## config.mk

```make
export PLATFORM = sky130hd
export DESIGN_NAME = bram_fifo_ctrl
export DESIGN_NICKNAME = d
export VERILOG_FILES = /design/src/rtl/bram_fifo_ctrl.sv
export SDC_FILE = /design/constraint.sdc
export NUM_CORES = 1
export LEC_CHECK = 0
export BUFFER_PORTS_ARGS = -buffer_cell sky130_fd_sc_hd__clkbuf_2
export CAP_MARGIN = 20
export CORE_MARGIN = 5
export CORE_UTILIZATION = 35
export CTS_CLUSTER_DIAMETER = 100
export DETAILED_ROUTE_END_ITERATION = 16
export GPL_TIMING_DRIVEN = 0
export PLACE_DENSITY_LB_ADDON = 0.08
export SYNTH_ARGS = -nofsm -noshare
export SYNTH_HDL_FRONTEND = slang
export SYNTH_SLANG_ARGS = --single-unit
```

## constraint.sdc

```tcl
create_clock -name clk_i -period 3.4 [get_ports clk_i]
set_clock_uncertainty 0.2 [all_clocks]
set_input_delay 0.34 -clock clk_i [delete_from_list [all_inputs] [get_ports clk_i]]
set_output_delay 0.34 -clock clk_i [all_outputs]
set_load 0.03 [all_outputs]
```

## src/rtl/bram_fifo_ctrl.sv

```systemverilog
// FIFO controller in front of an external 1-cycle-latency BRAM; the BRAM read
// register doubles as the output stage, so rd_data_o comes straight from it.
module bram_fifo_ctrl #(
  parameter int unsigned DATA_WIDTH = 8,
  parameter int unsigned DEPTH      = 4
) (
  input  logic                       clk_i,
  input  logic                       rst_i,
  input  logic                       flush_i,
  input  logic                       wr_valid_i,
  output logic                       wr_ready_o,
  input  logic [DATA_WIDTH-1:0]      wr_data_i,
  output logic                       rd_valid_o,
  input  logic                       rd_ready_i,
  output logic [DATA_WIDTH-1:0]      rd_data_o,
  output logic [$clog2(DEPTH):0]     level_o,
  output logic                       ram_wr_en_o,
  output logic [$clog2(DEPTH)-1:0]   ram_wr_addr_o,
  output logic [DATA_WIDTH-1:0]      ram_wr_data_o,
  output logic                       ram_rd_en_o,
  output logic [$clog2(DEPTH)-1:0]   ram_rd_addr_o,
  input  logic [DATA_WIDTH-1:0]      ram_rd_data_i
);

  localparam int unsigned AddrWidth = $clog2(DEPTH);
  localparam int unsigned CntWidth  = AddrWidth + 1;

  typedef enum logic {
    OUT_EMPTY = 1'b0,
    OUT_VALID = 1'b1
  } out_state_e;

  out_state_e            state_q, state_d;
  logic [AddrWidth-1:0]  wr_ptr_q, wr_ptr_d;
  logic [AddrWidth-1:0]  rd_ptr_q, rd_ptr_d;
  logic [CntWidth-1:0]   mem_count_q, mem_count_d;
  logic                  accept;
  logic                  fetch;

  // Handshakes and BRAM port drive; mem_count only covers words written in
  // earlier cycles, so a same-cycle write can never be fetched.
  always_comb begin
    wr_ready_o    = !rst_i && (mem_count_q != CntWidth'(DEPTH));
    accept        = wr_valid_i && wr_ready_o && !flush_i;
    fetch         = (mem_count_q != '0) && (!rd_valid_o || rd_ready_i) && !flush_i;
    ram_wr_en_o   = accept;
    ram_wr_addr_o = wr_ptr_q;
    ram_wr_data_o = wr_data_i;
    ram_rd_en_o   = fetch;
    ram_rd_addr_o = rd_ptr_q;
    rd_data_o     = ram_rd_data_i;
    level_o       = mem_count_q + CntWidth'(rd_valid_o);
  end

  // Pointer and occupancy next-state.
  always_comb begin
    wr_ptr_d    = wr_ptr_q;
    rd_ptr_d    = rd_ptr_q;
    mem_count_d = mem_count_q;
    if (flush_i) begin
      wr_ptr_d    = '0;
      rd_ptr_d    = '0;
      mem_count_d = '0;
    end else begin
      if (accept) wr_ptr_d = wr_ptr_q + AddrWidth'(1);
      if (fetch)  rd_ptr_d = rd_ptr_q + AddrWidth'(1);
      case ({accept, fetch})
        2'b10:   mem_count_d = mem_count_q + CntWidth'(1);
        2'b01:   mem_count_d = mem_count_q - CntWidth'(1);
        default: mem_count_d = mem_count_q;
      endcase
    end
  end

  always_ff @(posedge clk_i or posedge rst_i) begin
    if (rst_i) begin
      wr_ptr_q    <= '0;
      rd_ptr_q    <= '0;
      mem_count_q <= '0;
    end else begin
      wr_ptr_q    <= wr_ptr_d;
      rd_ptr_q    <= rd_ptr_d;
      mem_count_q <= mem_count_d;
    end
  end

  // Output-stage FSM: state register.
  always_ff @(posedge clk_i or posedge rst_i) begin
    if (rst_i) begin
      state_q <= OUT_EMPTY;
    end else begin
      state_q <= state_d;
    end
  end

  // Output-stage FSM: next state.
  always_comb begin
    state_d = state_q;
    if (flush_i) begin
      state_d = OUT_EMPTY;
    end else begin
      case (state_q)
        OUT_EMPTY: if (fetch) state_d = OUT_VALID;
        OUT_VALID: if (!fetch && rd_ready_i) state_d = OUT_EMPTY;
        default:   state_d = OUT_EMPTY;
      endcase
    end
  end

  // Output-stage FSM: outputs.
  always_comb begin
    rd_valid_o = 1'b0;
    case (state_q)
      OUT_VALID: rd_valid_o = 1'b1;
      default:   rd_valid_o = 1'b0;
    endcase
  end

endmodule

```

==> results of run 1 <==
cell usage in the layout (no fill, tap or decap):
cell type / n
nand2b_1: 3
nor2b_1: 4
o2bb2ai_1: 1
mux2i_1: 1
a21oi_1: 1
and3_1: 1
nand3_1: 2
xor2_2: 1
clkbuf_1: 1
nor2_1: 7
and2_1: 1
and2_4: 1
nand2_4: 1
or3b_1: 1
xor2_1: 4
clkbuf_4: 3
ha_1: 2
nand3b_1: 1
clkbuf_2: 31
mux2_1: 1
fa_1: 1
inv_1: 1
or3_1: 1
xnor2_1: 1
buf_4: 16
buf_6: 1
nor3_1: 2
dfrtp_1: 8
mux2_4: 1
dlygate4sd3_1: 1
worst reg2reg max path: stages (launching register included):
cell	delay [ns]
dfrtp_1	0.45
or3_1	0.47
nand2_4	0.14
nor3_1	0.07
fa_1	0.40
nand3b_1	0.17
o2bb2ai_1	0.17
mux2_1	0.34
final timing paths:
kind | to | depth (start not counted)
setup / recovery | mem_count_q[2]$_DFFE_PP0P_ | 10
hold / removal | mem_count_q[1]$_DFFE_PP0P_ | 3
setup reg to reg | mem_count_q[2]$_DFFE_PP0P_ | 7
hold reg to reg | ram_wr_addr_o[1]$_DFFE_PP0P_ | 2
max in group asynchronous | mem_count_q[2]$_DFFE_PP0P_ | 3
min in group asynchronous | ram_wr_addr_o[0]$_DFFE_PP0P_ | 3
power by group through the flow:
stage          registers, mW  clock network, mW  logic, mW
6_report               0.159             0.0742      0.375
5_1_grt                0.168             0.0824      0.414
4_1_cts                0.160             0.0779      0.382
3_5_place_dp           0.162                  0      0.378
3_3_place_gp           0.161                  0      0.375
2_1_floorplan          0.185                  0      0.276
cells by family after synthesis:
logic type / synth area share
DFF: 0.313
adders and majority gates: 0.0704
buffers and inverters: 0.217
AOI/OAI and AO/OA: 0.0215
xor gates and xnor gates: 0.0939
and+or+nand+nor: 0.227
muxes: 0.0567
area by class of cell:
cell class	count	area share
multi-input combinational	39	0.350
sequential	8	0.233
tap	25	0.0364
timing repair buffer	32	0.192
buffer	18	0.157
clock buffer	3	0.0262
inverter	1	0.00437
registers in the layout, indices dropped and copies added (netlist names):
| register | cells |
|---|---|
| ram_rd_addr_o | 2 |
| state_q | 1 |
| ram_wr_addr_o | 2 |
| mem_count_q | 3 |
per-layer routing:
| layer | up-vias | GRT usage |
|---|---|---|
| li1 | 271 | - |
| met1 | 238 | 0.146 |
| met2 | 24 | 0.180 |
| met3 | 2 | 0.0484 |
| met4 | 0 | 0.0383 |
| met5 | - | 0 |
stage by stage:
| stage | setup WS, ns | instance area (µm²) | hold slack [ns] |
|---|---|---|---|
| 3_3_place_gp | 0.888 | 826 | 0.107 |
| 5_1_grt | 0.613 | 858 | 0.260 |
| 2_1_floorplan | 1.04 | 639 | -0.0393 |
| 6_report | 0.775 | 858 | 0.218 |
| 3_5_place_dp | 0.885 | 826 | 0.114 |
| 4_1_cts | 0.774 | 858 | 0.217 |
==> results.txt, run 1 <==
Status: completed
Register bit total from synthesis: 8
Min cycle time layout: 2.63 ns
Synth top area share: 0.313
Hold path startpoint: flush_i
Largest net degree at the start of global routing: 11
Drt wl/cell: 11.0 µm
Final worst path period share: 0.772
Power per standard cell area: 708 nW/µm²
H-Tree Level Count: 1
Total clock sinks: 8
CP cell instances: dlygate4sd3_1 -> clkbuf_2 -> nor2b_1 -> and2_4 -> buf_6 -> nor3_1 -> fa_1 -> nand3b_1 -> o2bb2ai_1 -> mux2_1
Placement Rows: 15
Max cap viols: 0
YS warnings: 0
Worst Setup End Kind: register
Final core utilization: 0.497
N_diodes: 0
Buf/Inv on CP: 3
Max stage delay on crit path: 0.54 ns
Origin of the critical flop-to-flop path: mem_count_q[1]$_DFFE_PP0P_
Root Driver: clkbuf_4
Vias in the first global route: 543
Ys async rst share: 1.00
# nets final: 127
Pwr Total: 0.608 mW
Setup TNS: 0 ns
Port Buf Inserts: 31
Clk slew on worst S/H paths: 0.05 ns
Logic pwr share: 0.616
Commonest cells post-synth: buf_4 (16), dfrtp_1 (8), nor2_1 (7)
ANT nets after route: 0
Relative slew slack: 0.698
Synthesized area: 639 µm²
CP required: 3.33 ns
Slowest CP cell: dlygate4sd3_1
Post-synth EDFFs: 0
Cts bufs inserted: 3
DP Cell Count: 122
Area growth from synthesis to final layout: 34.2%
Iter 0 DRT Violations: 6
Routed length on met1: 569 µm
Clk pwr share: 0.122
Clk Latency, worst-skew pair: 0.25 ns
Vias: 535
Synthesized area per cell: 9.69 µm²
Setup CP Type: in -> reg
RSZ-0062 raised after global routing: false
Grt total ovfl: 0
Crit path max-delay family: buffers and inverters
Met2 WL: 699 µm
DRT Pass-1 Iters: 3
Hold Path Class: in -> reg
Vias/cell: 4.25
Fmax: 0.381 GHz
Routability Congestion: 0.705
Synth area leaders: dfrtp_1 (31%), buf_4 (19%), xor2_1 (5.5%)
Tot GR Track Use: 0.117
Slew Viols, Final: 0
Syn Nets: 90
Sequential area share after synthesis: 0.313
Cells after synthesis: 66
Top layer in use: met4
Initial core utilization: 0.370
Tightest Pin Transition: 0.453 ns
Share of layout cells above drive strength 1: 0.545
Post-CTS Repair Setup Buffers: 0
CP Data Arrival Time: 2.56 ns
Core Box Area: 1730 µm²
Synth area leader: dfrtp_1
Switching Share: 0.488
Net Sw Power: 0.297 mW
Initial antenna violation count: 0
Area of the multi-input gates: 300 µm²
DRT Wirelength: 1390 µm
Detailed placer's ending HPWL: 1140 µm
Chip width: 52.7 µm
Fillers: 171
# hold bufs at CTS: 1
Worst-path fanout max: 5
Post-CTS sizing: 0
Sequential Area: 200 µm²
Pint: 0.311 mW
CTS Buffer Depth: 2
CP startpoint: rst_i
Non-Filler Instances: 126
Met3 wire len: 114 µm
Die area: 2780 µm²
Most common cell in the netlist: buf_4
Residual DRC: 0
Crit start category: input pin
Count of final hold-check violations: 0
I/O pin count: 48
Post-synth cell types: 27
Sequential share of power: 0.262
Ys flop type: dfrtp_1
Die Y: 52.7 µm
# setup viols final: 0
TritonCTS clock tree: yes
Static leakage: 0.485 nW
Max IR drop VDD: 300 µV
Setup slack of the most critical reg-to-reg path: 0.88 ns
First-pass GRT wire length: 2380 µm
Power figures use the tool's default switching activity.
==> run 2: changes to the inputs <==
==> constraint.sdc (replaced) <==
create_clock -name clk_i -period 2.3 [get_ports clk_i]
set_clock_uncertainty 0.2 [all_clocks]
set_input_delay 0.23 -clock clk_i [delete_from_list [all_inputs] [get_ports clk_i]]
set_output_delay 0.23 -clock clk_i [all_outputs]
set_load 0.03 [all_outputs]
==> run 2 against run 1 <==
  * Critical endpoint unchanged
  * Register-to-register slack got worse by 0.86 ns
  * Critical path depth down 3
  * Sequential power grew 40%
==> results.txt, run 2 (same netlist as run 1, synthesis figures left out) <==
Worst-path fanout max: 3 (-2)
Largest register by flop count: mem_count_q
Final worst path period share: 0.990
Chip width: 52.7 µm (unchanged)
Initial antenna violation count: 0 (unchanged)
WHS Endpoint: mem_count_q[1]$_DFFE_PP0P_
DRT Wirelength: 1520 µm (+9.6%)
Core Box Area: 1730 µm² (unchanged)
Worst Setup End Kind: register
Grt total ovfl: 0 (unchanged)
Hold path startpoint: flush_i
Most frequent cells in the layout: clkbuf_2 (31), buf_4 (22), nor2_1 (7)
Min cycle time layout: 2.28 ns
Count of final hold-check violations: 0 (unchanged)
Routability Congestion: 0.698 (-0.96%)
Max cap viols: 0 (unchanged)
Fmax: 0.439 GHz
Reg2reg path depth: 7 (unchanged)
Pwr Total: 1.02 mW (+68%)
Die area: 2780 µm² (unchanged)
Detailed placer's ending HPWL: 1160 µm (+2.0%)
Crit start category: register
Cts bufs inserted: 3 (unchanged)
Fin worst setup slack: 0.0238 ns (-0.751 ns)
Die Y: 52.7 µm (unchanged)
ANT nets after route: 0 (unchanged)
DRT Pass-1 Iters: 4 (+1)
Largest net degree at the start of global routing: 11 (unchanged)
TritonCTS clock tree: yes
H-Tree Level Count: 1 (unchanged)
Total clock sinks: 8 (unchanged)
Tightest Pin Transition: 0.506 ns (+0.0533 ns)
Share of layout cells above drive strength 1: 0.651 (+0.106)
Hold Path Class: in -> reg
CP Data Arrival Time: 2.21 ns (-0.35 ns)
Residual DRC: 0 (unchanged)
Relative slew slack: 0.663 (-0.0355)
Clk slew on worst S/H paths: 0.06 ns (about the same)
Root Driver: clkbuf_4
Iter 0 DRT Violations: 4 (-2)
Net Sw Power: 0.481 mW (+62%)
Setup slack of the most critical reg-to-reg path: 0.02 ns (-0.86 ns)
Status: completed
Non-Filler Instances: 131 (+4.0%)
# setup viols final: 0 (unchanged)
Pint: 0.539 mW (+73%)
Max IR drop VDD: 556 µV (+85%)
DP Cell Count: 122 (unchanged)
Max FFs per register: 3 (unchanged)
CP required: 2.24 ns (-1.09 ns)
Port Buf Inserts: 31 (unchanged)
Setup CP Type: reg -> reg
CTS Buffer Depth: 2 (unchanged)
Origin of the critical flop-to-flop path: mem_count_q[2]$_DFFE_PP0P_
Slew Viols, Final: 0 (unchanged)
Switching Share: 0.472 (-0.0166)
Vias in the first global route: 548 (+0.92%)
Drt wl/cell: 11.6 µm (+5.5%)
First-pass GRT wire length: 2440 µm (+2.6%)
Leading cell type in the layout, fill and taps excluded: clkbuf_2
# nets final: 132 (+3.9%)
Vias/cell: 4.37 (+3.0%)
I/O pin count: 48 (unchanged)
Placement Rows: 15 (unchanged)
Static leakage: 0.510 nW (+5.1%)
Vias: 573 (+7.1%)
Pre-CTS WS: -0.129 ns (-1.01 ns)
Hold-critical path depth: 3 (unchanged)
Power per standard cell area: 1100 nW/µm² (+55%)
Logic pwr share: 0.675 (+0.059)
RSZ-0062 raised after global routing: true
Tot GR Track Use: 0.120 (+0.00302)
Sequential share of power: 0.218 (-0.044)
Clk Latency, worst-skew pair: 0.25 ns (about the same)
R2R Path End: mem_count_q[2]$_DFFE_PP0P_
Initial core utilization: 0.370 (unchanged)
Clk pwr share: 0.106 (-0.016)
Area growth from synthesis to final layout: 45.6%
N_diodes: 0 (unchanged)
run 2: worst max path at each step:
stage,from,end,slack [ns],cells past startpoint
after floorplan,mem_count_q[1]$_DFFE_PP0P_,mem_count_q[2]$_DFFE_PP0P_,0.009,7
after global placement,mem_count_q[1]$_DFFE_PP0P_,mem_count_q[2]$_DFFE_PP0P_,-0.13,7
after detailed placement,mem_count_q[1]$_DFFE_PP0P_,mem_count_q[2]$_DFFE_PP0P_,-0.13,7
after CTS,mem_count_q[0]$_DFFE_PP0P_,mem_count_q[2]$_DFFE_PP0P_,0.03,7
after global routing,mem_count_q[2]$_DFFE_PP0P_,mem_count_q[2]$_DFFE_PP0P_,-0.06,7
final,mem_count_q[2]$_DFFE_PP0P_,mem_count_q[2]$_DFFE_PP0P_,0.02,7
run 2: repair_timing:
item,4_1_cts,5_1_grt
endpoints found under the setup margin,1,1
hold endpoints to repair,8,0
setup buffers,6,0
pin swaps,5,0
hold buffers,1,0
gates resized for setup,8,0
run 2: critical path, stage by stage (launching register included):
cell	delay (ns)
dfrtp_1	0.40
or3_4	0.42
nand2_4	0.09
nor3_4	0.04
fa_2	0.37
nand3b_1	0.18
o2bb2ai_2	0.15
mux2_4	0.30
run 2: power by group through the flow:
stage	Combinational, mW	Sequential (mW)	Clock, mW
after floorplan	0.424	0.274	0
after global placement	0.568	0.240	0
after detailed placement	0.574	0.240	0
after CTS	0.695	0.223	0.111
after global routing	0.745	0.229	0.117
final	0.689	0.223	0.109
run 2: routing by layer:
| layer | vias up | share of wire | GRT usage |
|---|---|---|---|
| met3 | 2 | 0.094 | 0.0399 |
| met1 | 261 | 0.42 | 0.143 |
| met5 | - | 0 | 0 |
| li1 | 278 | - | - |
| met2 | 32 | 0.48 | 0.194 |
| met4 | 0 | 0.0066 | 0.0511 |
run 2: cell type report:
type	instances	area, µm²
buffer	17	124
clock buffer	3	22.5
fill	182	796
inverter	1	3.75
multi-input combinational	39	337
sequential	8	203
tap	25	31.3
timing repair buffer	38	210
run 2: through the flow:
step | hold slack (ns) | cell area, µm² | utilization | setup TNS, ns
3_5_place_dp | 0.00244 | 836 | 0.484 | -0.129
6_report | 0.0893 | 931 | 0.539 | 0
4_1_cts | 0.0881 | 931 | 0.539 | 0
2_1_floorplan | -0.149 | 649 | - | 0
3_3_place_gp | -0.00316 | 836 | 0.484 | -0.133
5_1_grt | 0.113 | 931 | 0.539 | -0.0550
==> run 3: changes to the inputs <==
==> constraint.sdc (replaced) <==
create_clock -name clk_i -period 2.3 [get_ports clk_i]
set_clock_uncertainty 0.2 [all_clocks]
set_input_delay 0.46 -clock clk_i [delete_from_list [all_inputs] [get_ports clk_i]]
set_output_delay 0.46 -clock clk_i [all_outputs]
set_load 0.03 [all_outputs]
==> run 3 against run 2 <==
  * Total power decreased by 0.53%
  * Cell count decreased by 0.76%
  * Wire length decreased by 1.4%
  * Fmax grew 0.13%
  * Clock power about the same
  * First-iteration DRC count is 75% lower
  * Sequential power barely moved
  * Die area unchanged
==> results.txt, run 3 (same netlist as run 1, synthesis figures left out) <==
RSZ-0062 raised after global routing: true
First-pass GRT wire length: 2450 µm (+0.29%)
Power per standard cell area: 1100 nW/µm² (+0.55%)
Leading cell type in the layout, fill and taps excluded: clkbuf_2
Vias/cell: 4.38 (about the same)
# nets final: 131 (-0.76%)
Share of layout cells above drive strength 1: 0.638 (-0.0128)
Total clock sinks: 8 (unchanged)
Port Buf Inserts: 31 (unchanged)
Initial core utilization: 0.370 (unchanged)
Routability Congestion: 0.698 (unchanged)
Worst-path fanout max: 3 (unchanged)
Largest register by flop count: mem_count_q
Final worst path period share: 0.988 (-0.00129)
Area of the multi-input gates: 332 µm² (-1.5%)
Fin worst setup slack: 0.0268 ns (+0.00298 ns)
Die Y: 52.7 µm (unchanged)
Max cap viols: 0 (unchanged)
CTS Buffer Depth: 2 (unchanged)
Max FFs per register: 3 (unchanged)
I/O pin count: 48 (unchanged)
Detailed placer's ending HPWL: 1160 µm (unchanged)
Grt total ovfl: 0 (unchanged)
Core Box Area: 1730 µm² (unchanged)
DRT Pass-1 Iters: 2 (-2)
H-Tree Level Count: 1 (unchanged)
Largest net degree at the start of global routing: 11 (unchanged)
Initial antenna violation count: 0 (unchanged)
Drt wl/cell: 11.6 µm (-0.62%)
Clk Latency, worst-skew pair: 0.25 ns (about the same)
Area growth from synthesis to final layout: 44.0%
CP required: 2.24 ns (about the same)
Iter 0 DRT Violations: 1 (-3)
Status: completed
Static leakage: 0.508 nW (-0.43%)
Fmax: 0.440 GHz (+0.13%)
Max IR drop VDD: 563 µV (+1.3%)
Pre-CTS WS: -0.161 ns (-0.0320 ns)
Clk slew on worst S/H paths: 0.06 ns (about the same)
Tightest Pin Transition: 0.503 ns (-0.00315 ns)
Setup CP Type: reg -> reg
# setup viols final: 0 (unchanged)
N_diodes: 0 (unchanged)
Crit start category: register
Die area: 2780 µm² (unchanged)
Tot GR Track Use: 0.120 (unchanged)
Slew Viols, Final: 0 (unchanged)
Residual DRC: 0 (unchanged)
Relative slew slack: 0.665 (+0.00210)
Worst hold slack: 0.320 ns (+0.231 ns)
Sequential Area: 203 µm² (unchanged)
DRT Wirelength: 1500 µm (-1.4%)
Worst Setup End Kind: register
Placement Rows: 15 (unchanged)
Root Driver: clkbuf_4
TritonCTS clock tree: yes
Count of final hold-check violations: 0 (unchanged)
Most frequent cells in the layout: clkbuf_2 (30), buf_4 (21), nor2_1 (7)
Min cycle time layout: 2.27 ns (-0.00298 ns)
Hold Path Class: in -> reg
Cts bufs inserted: 3 (unchanged)
Fillers: 183 (+0.55%)
Chip width: 52.7 µm (unchanged)
Vias in the first global route: 542 (-1.1%)
Vias: 569 (-0.70%)
ANT nets after route: 0 (unchanged)
CP Data Arrival Time: 2.21 ns (about the same)
## run 3: through the flow
step	utilization	instance area, µm²	power [mW]	cells	setup TNS [ns]
after floorplan	-	649	0.698	66	0
after global placement	0.484	836	0.808	122	-0.158
after detailed placement	0.484	836	0.814	122	-0.161
after CTS	0.533	921	1.03	130	0
after global routing	0.533	921	1.09	130	-0.0635
final	0.533	921	1.01	130	0
## run 3: critical path, cell delays in order (launching register included)
cell	delay (ns)
dfrtp_1	0.40
or3_4	0.42
nand2_4	0.09
nor3_4	0.05
fa_2	0.37
nand3b_1	0.18
o2bb2ai_2	0.15
mux2_4	0.30
## run 3: where the power goes
part | internal [mW] | switching, mW | leakage [nW]
logic | 0.292 | 0.393 | 0.391
registers | 0.186 | 0.0365 | 0.104
clock network | 0.0598 | 0.0484 | 0.0138
## run 3: final timing paths
check,start,endpoint,slack [ns],cells past startpoint
min in group asynchronous,rst_i,ram_wr_addr_o[0]$_DFFE_PP0P_,0.51,3
worst min register to register,ram_rd_addr_o[1]$_DFFE_PP0P_,ram_rd_addr_o[1]$_DFFE_PP0P_,0.34,2
max in group asynchronous,rst_i,mem_count_q[1]$_DFFE_PP0P_,1.10,3
worst max register to register,mem_count_q[2]$_DFFE_PP0P_,mem_count_q[2]$_DFFE_PP0P_,0.03,7
worst min-delay path,flush_i,mem_count_q[1]$_DFFE_PP0P_,0.32,3
worst max-delay path,mem_count_q[2]$_DFFE_PP0P_,mem_count_q[2]$_DFFE_PP0P_,0.03,7
## run 3: area by class of cell
cell class | instances | area share
Tap cell | 25 | 0.0340
Timing Repair Buffer | 37 | 0.223
Clock buffer | 3 | 0.0245
Sequential cell | 8 | 0.220
Multi-Input combinational cell | 39 | 0.360
Inverter | 1 | 0.00408
Buffer | 17 | 0.135
## run 3: layer usage
| metal | share of wire | vias to the layer above | track usage | routed length, µm |
|---|---|---|---|---|
| met1 | 0.42 | 262 | 0.147 | 633 |
| met5 | 0 | - | 0 | 0 |
| met2 | 0.48 | 32 | 0.190 | 716 |
| met4 | 0.0073 | 0 | 0.0511 | 11 |
| met3 | 0.094 | 2 | 0.0399 | 141 |
| li1 | - | 273 | - | - |
## run 3: timing repair
item,4_1_cts,5_1_grt
resized for setup,8,0
endpoints found under the hold margin,8,0
setup endpoints to repair,2,1
hold buffers,1,0
pin swaps,4,0
buffers inserted,5,0
